<file path="src/rtl/mem_stage_if.sv">
// Data-memory request/acknowledge bus between the MEM pipeline stage and the data memory.
// The stage holds an access open until ack or timeout; the memory must tolerate abandoned requests.
interface mem_stage_if;
   logic        dmem_req;
   logic        dmem_we;
   logic [31:0] dmem_addr;
   logic [31:0] dmem_wdata;
   logic [31:0] dmem_rdata;
   logic        dmem_ack;

   modport master (
      output dmem_req, dmem_we, dmem_addr, dmem_wdata,
      input  dmem_rdata, dmem_ack
   );

   modport slave (
      input  dmem_req, dmem_we, dmem_addr, dmem_wdata,
      output dmem_rdata, dmem_ack
   );
endinterface

</file>
<file path="src/rtl/mem_stage.sv">
// MEM pipeline stage: EXE/MEM register, data-memory handshake with timeout, MEM/WB register.
// Stalls upstream while an aligned load/store waits for its acknowledge.
module mem_stage #(
   parameter int ACK_TIMEOUT = 255,
   parameter int TCW         = 8
) (
   input  logic              clk,
   input  logic              rst,
   input  logic              ewreg,
   input  logic              em2reg,
   input  logic              ewmem,
   input  logic [4:0]        ern,
   input  logic [31:0]       ealu,
   input  logic [31:0]       eb,
   mem_stage_if.master       dmem,
   output logic              mem_stall,
   output logic              wwreg,
   output logic              wm2reg,
   output logic [4:0]        wrn,
   output logic [31:0]       walu,
   output logic [31:0]       wmo,
   output logic              bus_err,
   output logic              align_err
);

   localparam logic [0:0] IDLE = 1'b0;
   localparam logic [0:0] WAIT = 1'b1;

   logic [0:0]     state;
   logic [0:0]     next_state;
   logic [TCW-1:0] count;

   logic           mwreg;
   logic           mm2reg;
   logic           mwmem;
   logic [4:0]     mrn;
   logic [31:0]    malu;
   logic [31:0]    mb;

   logic           e_aligned_mop;
   logic           mop;
   logic           misalign;
   logic           waiting;
   logic           timeout;
   logic           acked;

   assign e_aligned_mop = (em2reg | ewmem) && (ealu[1:0] == 2'b00);
   assign mop           = mm2reg | mwmem;
   assign misalign      = mop && (malu[1:0] != 2'b00);
   assign waiting       = (state == WAIT);
   assign timeout       = waiting && (count == TCW'(ACK_TIMEOUT - 1)) && !dmem.dmem_ack;
   assign acked         = waiting && dmem.dmem_ack;
   assign mem_stall     = waiting && !dmem.dmem_ack && !timeout;

   assign dmem.dmem_req   = waiting;
   assign dmem.dmem_we    = mwmem;
   assign dmem.dmem_addr  = malu;
   assign dmem.dmem_wdata = mb;

   // Whenever M is free to load, the incoming instruction alone decides whether we wait next,
   // which gives back-to-back accesses without an idle cycle.
   always_comb begin
      next_state = IDLE;
      if (mem_stall) begin
         next_state = WAIT;
      end else if (e_aligned_mop) begin
         next_state = WAIT;
      end
   end

   always_ff @(posedge clk) begin
      if (rst) begin
         state <= IDLE;
         count <= '0;
      end else begin
         state <= next_state;
         if (mem_stall) begin
            count <= count + 1'b1;
         end else begin
            count <= '0;
         end
      end
   end

   always_ff @(posedge clk) begin
      if (rst) begin
         mwreg  <= 1'b0;
         mm2reg <= 1'b0;
         mwmem  <= 1'b0;
         mrn    <= '0;
         malu   <= '0;
         mb     <= '0;
      end else if (!mem_stall) begin
         mwreg  <= ewreg;
         mm2reg <= em2reg;
         mwmem  <= ewmem;
         mrn    <= ern;
         malu   <= ealu;
         mb     <= eb;
      end
   end

   // Misaligned and timed-out loads still retire into W but must never write the register file.
   always_ff @(posedge clk) begin
      if (rst) begin
         wwreg  <= 1'b0;
         wm2reg <= 1'b0;
         wrn    <= '0;
         walu   <= '0;
         wmo    <= '0;
      end else if (mem_stall) begin
         wwreg  <= 1'b0;
         wm2reg <= 1'b0;
      end else begin
         wwreg  <= mwreg && !misalign && !(timeout && mm2reg);
         wm2reg <= mm2reg && !misalign;
         wrn    <= mrn;
         walu   <= malu;
         if (timeout) begin
            wmo <= '0;
         end else if (acked && mm2reg) begin
            wmo <= dmem.dmem_rdata;
         end
      end
   end

   always_ff @(posedge clk) begin
      if (rst) begin
         bus_err   <= 1'b0;
         align_err <= 1'b0;
      end else begin
         if (timeout) begin
            bus_err <= 1'b1;
         end
         if (misalign) begin
            align_err <= 1'b1;
         end
      end
   end

endmodule
</file>
<file path="src/flat_wrapper.sv">
// flat-port wrapper written by rule: the top's interface ports become plain ports
module mem_stage_flat 
#(
   parameter int ACK_TIMEOUT = 255,
   parameter int TCW         = 8
)
  (clk, rst, ewreg, em2reg, ewmem, ern, ealu, eb, mem_stall, wwreg, wm2reg, wrn, walu, wmo, bus_err, align_err, dmem_dmem_req, dmem_dmem_we, dmem_dmem_addr, dmem_dmem_wdata, dmem_dmem_rdata, dmem_dmem_ack);
  mem_stage_if dmem_i ();
  input  logic clk;
  input  logic rst;
  input  logic ewreg;
  input  logic em2reg;
  input  logic ewmem;
  input  logic [4:0] ern;
  input  logic [31:0] ealu;
  input  logic [31:0] eb;
  output logic mem_stall;
  output logic wwreg;
  output logic wm2reg;
  output logic [4:0] wrn;
  output logic [31:0] walu;
  output logic [31:0] wmo;
  output logic bus_err;
  output logic align_err;
  output wire logic [$bits(dmem_i.dmem_req)-1:0] dmem_dmem_req;
  output wire logic [$bits(dmem_i.dmem_we)-1:0] dmem_dmem_we;
  output wire logic [$bits(dmem_i.dmem_addr)-1:0] dmem_dmem_addr;
  output wire logic [$bits(dmem_i.dmem_wdata)-1:0] dmem_dmem_wdata;
  input wire logic [$bits(dmem_i.dmem_rdata)-1:0] dmem_dmem_rdata;
  input wire logic [$bits(dmem_i.dmem_ack)-1:0] dmem_dmem_ack;
  assign dmem_dmem_req = dmem_i.dmem_req;
  assign dmem_dmem_we = dmem_i.dmem_we;
  assign dmem_dmem_addr = dmem_i.dmem_addr;
  assign dmem_dmem_wdata = dmem_i.dmem_wdata;
  assign dmem_i.dmem_rdata = dmem_dmem_rdata;
  assign dmem_i.dmem_ack = dmem_dmem_ack;
  mem_stage #(.ACK_TIMEOUT(ACK_TIMEOUT), .TCW(TCW)) u_core (.clk(clk), .rst(rst), .ewreg(ewreg), .em2reg(em2reg), .ewmem(ewmem), .ern(ern), .ealu(ealu), .eb(eb), .dmem(dmem_i), .mem_stall(mem_stall), .wwreg(wwreg), .wm2reg(wm2reg), .wrn(wrn), .walu(walu), .wmo(wmo), .bus_err(bus_err), .align_err(align_err));
endmodule
</file>
<file path="config.mk">
export PLATFORM = sky130hd
export DESIGN_NAME = mem_stage_flat
export DESIGN_NICKNAME = d
export VERILOG_FILES = /design/src/rtl/mem_stage_if.sv /design/src/rtl/mem_stage.sv /design/src/flat_wrapper.sv
export SDC_FILE = /design/constraint.sdc
export NUM_CORES = 1
export LEC_CHECK = 0
export ABC_AREA = 1
export BUFFER_PORTS_ARGS = -buffer_cell sky130_fd_sc_hd__buf_4
export CAP_MARGIN = 20
export CORE_ASPECT_RATIO = 0.8
export CORE_MARGIN = 4
export CORE_UTILIZATION = 50
export CTS_BUF_LIST = sky130_fd_sc_hd__clkbuf_8
export DETAILED_ROUTE_END_ITERATION = 10
export HOLD_SLACK_MARGIN = 0.03
export PLACE_DENSITY = 0.84
export SKIP_CTS_REPAIR_TIMING = 1
export SYNTH_ARGS = -nofsm -noshare
export SYNTH_HDL_FRONTEND = slang
export SYNTH_SLANG_ARGS = --single-unit
</file>
<file path="constraint.sdc">
create_clock -name clk -period 1.9 [get_ports clk]
set_input_delay 0.095 -clock clk [delete_from_list [all_inputs] [get_ports clk]]
set_output_delay 0.095 -clock clk [all_outputs]
set_load 0.05 [all_outputs]
</file>
==> results of run 1 <==
-- metal layers --
layer	wire length [µm]	track usage [%]	up-vias
met5	0	0	-
met1	7960	30.9	3160
met2	10800	36.8	358
met3	2000	8.84	73
li1	-	-	3165
met4	791	9.40	0
-- worst max-delay path by stage --
stage / from / to / slack (ns)
3_5_place_dp: u_core.count[0] / u_core.wmo[6] / 0.27
6_report: u_core.count[0] / mem_stall / 0.11
5_1_grt: u_core.count[0] / mem_stall / 0.002
4_1_cts: u_core.count[0] / mem_stall / -0.001
2_1_floorplan: u_core.dmem.dmem_req / u_core.dmem.dmem_addr[0] / 0.24
3_3_place_gp: u_core.count[0] / u_core.wmo[22] / 0.31
-- metrics by stage --
| step | hold WS [ns] | setup TNS (ns) |
|---|---|---|
| after floorplan | 0.164 | 0 |
| after global placement | 0.315 | 0 |
| after detailed placement | 0.321 | 0 |
| after CTS | -0.158 | -0.00128 |
| after global routing | 0.0652 | 0 |
| final | 0.0830 | 0 |
-- layout make-up --
class	count	share of cell area [%]
repair buffers	371	33.9
clock buffers	19	2.81
inverters	12	0.552
clock inverters	13	1.10
multi-input cells	477	26.5
flip-flops and latches	154	33.1
well taps	148	1.99
-- state kept, by name, summed over array words and instances (netlist names) --
name and flops:
u_core.dmem.dmem_addr 32, u_core.dmem.dmem_wdata 32, u_core.walu 32, u_core.wmo 32
u_core.count 8, u_core.mrn 5, u_core.wrn 5, u_core.align_err 1
u_core.bus_err 1, u_core.dmem.dmem_req 1, u_core.dmem.dmem_we 1, u_core.mm2reg 1
u_core.mwreg 1, u_core.wm2reg 1, u_core.wwreg 1
-- synth_stat cells (2+ instances only) --
cell	n
clkbuf_1	28
nand2_1	155
nand4_1	142
buf_2	30
a21oi_1	34
buf_6	17
nand3_2	13
ha_1	2
inv_1	11
dfxtp_1	154
nor2_1	20
buf_8	2
xnor2_1	4
nand3_1	103
-- worst max-delay path, delay by kind of cell, from the launching register on --
| kind | cells | cell delay, ns |
|---|---|---|
| buffers and inverters | 4 | 0.43 |
| and+or+nand+nor | 3 | 0.28 |
| DFF | 1 | 0.38 |
| adders and majority gates | 1 | 0.19 |
-- kinds of logic after synthesis --
kind of cell,share of synthesized area [%]
compound gates,2.89
xor+xnor,0.723
fa+ha+maj,0.413
buf+inv,8.67
flops,50.9
simple gates,36.4
-- power by group through the flow --
stage	clock, mW	sequential, mW	combinational, mW
after global placement	0	3.53	1.21
after detailed placement	0	3.54	1.22
after floorplan	0	3.98	0.296
after global routing	2.48	3.49	1.51
after CTS	2.33	3.46	1.22
final	2.32	3.47	1.44
==> metrics.yaml, run 1 <==
synthesis:
  yosysWarningCount: 0
  syn_area_um2: 6060
  synth_top_area_cell: "dfxtp_1"
  synth_flop_cell: "dfxtp_1"
  yosysSeqAreaShare_pct: 50.9
  synth_area_per_cell_um2: 8.41
  syn_nets: 830
  async_reset_ff_share_pct: 0
  syn_inst: 721
  synth_cell_types: 20
  synthTopCellsByArea: "dfxtp_1 51%, nand4_1 15%, nand2_1 9.6%, nand3_1 8.5%, buf_6 3.2%"
  yosysTopAreaCellShare_pct: 50.9
  ys_ff_latch: 154
  synth-edff-count: 0
placement:
  gp_routability_congestion: 0.786
  portBuffers: 246
  dp.cells: 1052
  dp_slack_ns: 0.266
  placed_cell_area_um2: 7850
  place_hpwl_um: 11400
min_path:
  hp-class: "in2reg"
  hold_path_depth: 5
  hold_path_end: "u_core.walu[18]"
  hold_start: "dmem_dmem_ack"
critical_path:
  crit_path_end_kind: "output port"
  critical_path_arrival_ns: 1.69
  cp_max_fo: 7
  slowest_stage: "dfxtp_1"
  r2r.worst_path.cells: 10
  max_stage_delay_ns: 0.38
  cpMostUsedCell: "inv_1"
  reg2reg_from: "u_core.count[0]"
  start_kind: "flop"
  critPathKind: "reg2out"
  timing.rr.end: "u_core.walu[22]"
  r2r_slack_ns: 0.19
  cp_cell_sequence: "inv_1 > ha_1 > inv_1 > nor2_4 > nand2_1 > nand3_4 > inv_1 > buf_4"
  crit_required_ns: 1.80
clock_network:
  root_buffer: "clkbuf_8"
  clockBufferDepth: 2
  htreeDepth: 4
  insertion_delay_ns: 0.44
  cts_buffers: 17
  path_clk_slew_ns: 0.08
  cts_tree: "done"
  clock-sinks: 154
job:
  cap_violations: 0
detailed_routing:
  dr.pass1.iters: 5
  wl_per_cell_um: 18.0
  totalWireLength_um: 21500
  viasPerCell: 5.66
  antenna_left: 0
  drc: 0
  vias: 6756
  drt_iter0_markers: 734
final_layout:
  fillers: 706
  final_util_pct: 79.6
  area_delta_synth_final_pct: 53.5
  layout-drive-gt1-share_pct: 30.0
  mostFrequentLayoutCells: "257 x buf_4, 155 x nand2_1, 154 x dfxtp_1"
  design_area_um2: 9300
  diodes: 0
  multi_input_area_um2: 2470
  final_cells: 1194
  layout_commonest_cell: "buf_4"
  register_area_um2: 3080
  nNetsFinal: 1142
global_route:
  track_usage_pct: 24.1
  grt_pass1_wl_um: 27100
  grt_max_degree: 78
  antenna_found_initial: 0
  grt_remaining_overflow: 0
  first_global_vias: 5464
die:
  die_h_um: 106
  core_um2: 11700
  die_x_um: 131
  dieArea_um2: 14000
  num_rows: 35
  io_pins: 247
  initial_core_util_pct: 51.8
pwr:
  p_sw_share_pct: 30.6
  combPwrFrac_pct: 19.9
  netSwitchingPower_mw: 2.21
  vdd_drop_max_v: 0.000652
  p_per_area_nw_per_um2: 777
  leakage_nw: 4.37
  seqPwrFrac_pct: 48.0
  clockPowerShare_pct: 32.1
  p_int_mw: 5.02
  fin_total_pwr_mw: 7.23
timing:
  finalCritPeriodShare_pct: 94.1
  slew_headroom_pct: 74.6
  rsz0062_at_grt: "false"
  drv_slew: 0
  fin_crit_ns: 1.79
  hold_viol: 0
  finalSetupViolCount: 0
  worst_slack_ns: 0.112
  clock.fmax_mhz: 559
  final.setup_skew_ns: 0.0170
  tightestPinTransition_ns: 0.381
run_status:
  outcome: "completed"
Power figures use the tool's default switching activity.
==> run 2, diff against run 1 <==
==> constraint.sdc (replaced) <==
create_clock -name clk -period 1.72 [get_ports clk]
set_input_delay 0.086 -clock clk [delete_from_list [all_inputs] [get_ports clk]]
set_output_delay 0.086 -clock clk [all_outputs]
set_load 0.05 [all_outputs]
==> metrics.yaml, run 2 (synthesis gave the netlist of run 1 again) <==
run_status:
  outcome: "completed"
critical_path:
  cpMostUsedCell: "inv_2"
  critical_path_arrival_ns: 1.57
  max_stage_delay_ns: 0.34
  crit_required_ns: 1.63
  crit_path_end_kind: "output port"
  critical_path_buf_inv_count: 4
  slowest_stage: "dfxtp_2"
  start_kind: "flop"
  cp_cell_sequence: "inv_1 > ha_1 > inv_2 > nor2_4 > nand2_2 > nand3_4 > inv_2 > buf_6"
  cp_max_fo: 4
  critical-path-top-delay-family: "simple AND/OR/NAND/NOR gates"
  r2r_slack_ns: 0.10
  critPathKind: "reg2out"
global_route:
  grt_pass1_wl_um: 27600
  antenna_found_initial: 1
  grt_max_degree: 75
  grt_remaining_overflow: 0
  first_global_vias: 5493
  track_usage_pct: 24.4
detailed_routing:
  viasPerCell: 5.69
  antenna_left: 0
  drt_iter0_markers: 624
  wl_per_cell_um: 18.5
  dr.pass1.iters: 6
  totalWireLength_um: 22100
  vias: 6787
  drc: 0
pwr:
  leakage_nw: 4.36
  vdd_drop_max_v: 0.000785
  seqPwrFrac_pct: 48.2
  netSwitchingPower_mw: 2.56
  combPwrFrac_pct: 20.0
  clockPowerShare_pct: 31.8
  p_sw_share_pct: 32.1
  p_int_mw: 5.41
  p_per_area_nw_per_um2: 853
die:
  io_pins: 247
  initial_core_util_pct: 51.8
  dieArea_um2: 14000
  die_x_um: 131
  num_rows: 35
  die_h_um: 106
  core_um2: 11700
final_layout:
  area_delta_synth_final_pct: 54.1
  register_area_um2: 3080
  mostFrequentLayoutCells: "250 x buf_4, 154 x nand2_1, 153 x dfxtp_1"
  multi_input_area_um2: 2470
  layout-drive-gt1-share_pct: 30.4
  nNetsFinal: 1140
  final_cells: 1193
  design_area_um2: 9340
  layout_commonest_cell: "buf_4"
  fillers: 701
clock_network:
  cts_buffers: 17
  cts_tree: "done"
  insertion_delay_ns: 0.45
  clock-sinks: 154
  clockBufferDepth: 2
  path_clk_slew_ns: 0.09
  htreeDepth: 4
  root_buffer: "clkbuf_8"
timing:
  hold_viol: 0
  slew_headroom_pct: 72.4
  drv_slew: 0
  final.setup_skew_ns: 0.0170
  clock.fmax_mhz: 604
  tightestPinTransition_ns: 0.413
  finalCritPeriodShare_pct: 96.3
  fin_crit_ns: 1.66
  timing.hold.ws_ns: 0.397
  finalSetupViolCount: 0
placement:
  placed_cell_area_um2: 7890
  gp_routability_congestion: 0.802
  place_hpwl_um: 11600
  dp.cells: 1053
  portBuffers: 246
job:
  cap_violations: 0
min_path:
  hp-class: "in2reg"
run 2: cell types whose count changed in the layout (fill, tap and decap cells not counted), sizes merged:
cell,before,now
inv,13,16
buf,265,263
diode,0,1
bufinv,1,0
clkbuf,19,18
clkinvlp,1,4
clkinv,10,6
run 2: power by group through the flow:
| stage | Sequential, mW | Clock, mW | Combinational, mW |
|---|---|---|---|
| finish | 3.84 | 2.54 | 1.59 |
| floorplan | 4.40 | 0 | 0.327 |
| global route | 3.85 | 2.70 | 1.67 |
| global placement | 3.90 | 0 | 1.34 |
| CTS | 3.83 | 2.55 | 1.35 |
| detailed placement | 3.91 | 0 | 1.35 |
run 2: final timing paths:
check	from	endpoint	cells past startpoint
min	eb[25]	u_core.dmem.dmem_wdata[25]	4
min reg2reg	u_core.count[0]	u_core.count[0]	1
max reg2reg	u_core.count[0]	u_core.dmem.dmem_wdata[21]	10
max	u_core.count[0]	mem_stall	8
run 2: stage by stage:
stage / util, % / power [mW] / worst slack (ns) / setup TNS (ns)
2_1_floorplan: - / 4.73 / 0.0592 / 0
3_3_place_gp: 67.5 / 5.24 / 0.262 / 0
3_5_place_dp: 67.5 / 5.26 / 0.232 / 0
4_1_cts: 70.6 / 7.73 / -0.136 / -0.136
5_1_grt: 79.9 / 8.23 / -0.0204 / -0.0235
6_report: 79.9 / 7.97 / 0.0630 / 0
run 2: layout make-up:
| class | count | share of cell area [%] |
|---|---|---|
| antenna | 1 | 0.0268 |
| sequential | 154 | 33.0 |
| timing repair buffer | 369 | 34.1 |
| inverter | 12 | 0.549 |
| clock inverter | 14 | 1.21 |
| tap | 148 | 1.98 |
| multi-input combinational | 477 | 26.4 |
| clock buffer | 18 | 2.65 |
run 2: metal layers:
metal	part of all wire [%]	vias up	GRT usage [%]
li1	-	3167	-
met1	36	3164	32.0
met2	51	387	36.7
met3	9.4	69	10.1
met4	3.7	0	7.05
met5	0	-	0
run 2: worst reg2reg max path, delay by kind of cell (launching register included):
family	cells	cell delay (ns)
and+or+nand+nor	5	0.64
adders and majority gates	1	0.15
DFF	1	0.34
buffers and inverters	4	0.44
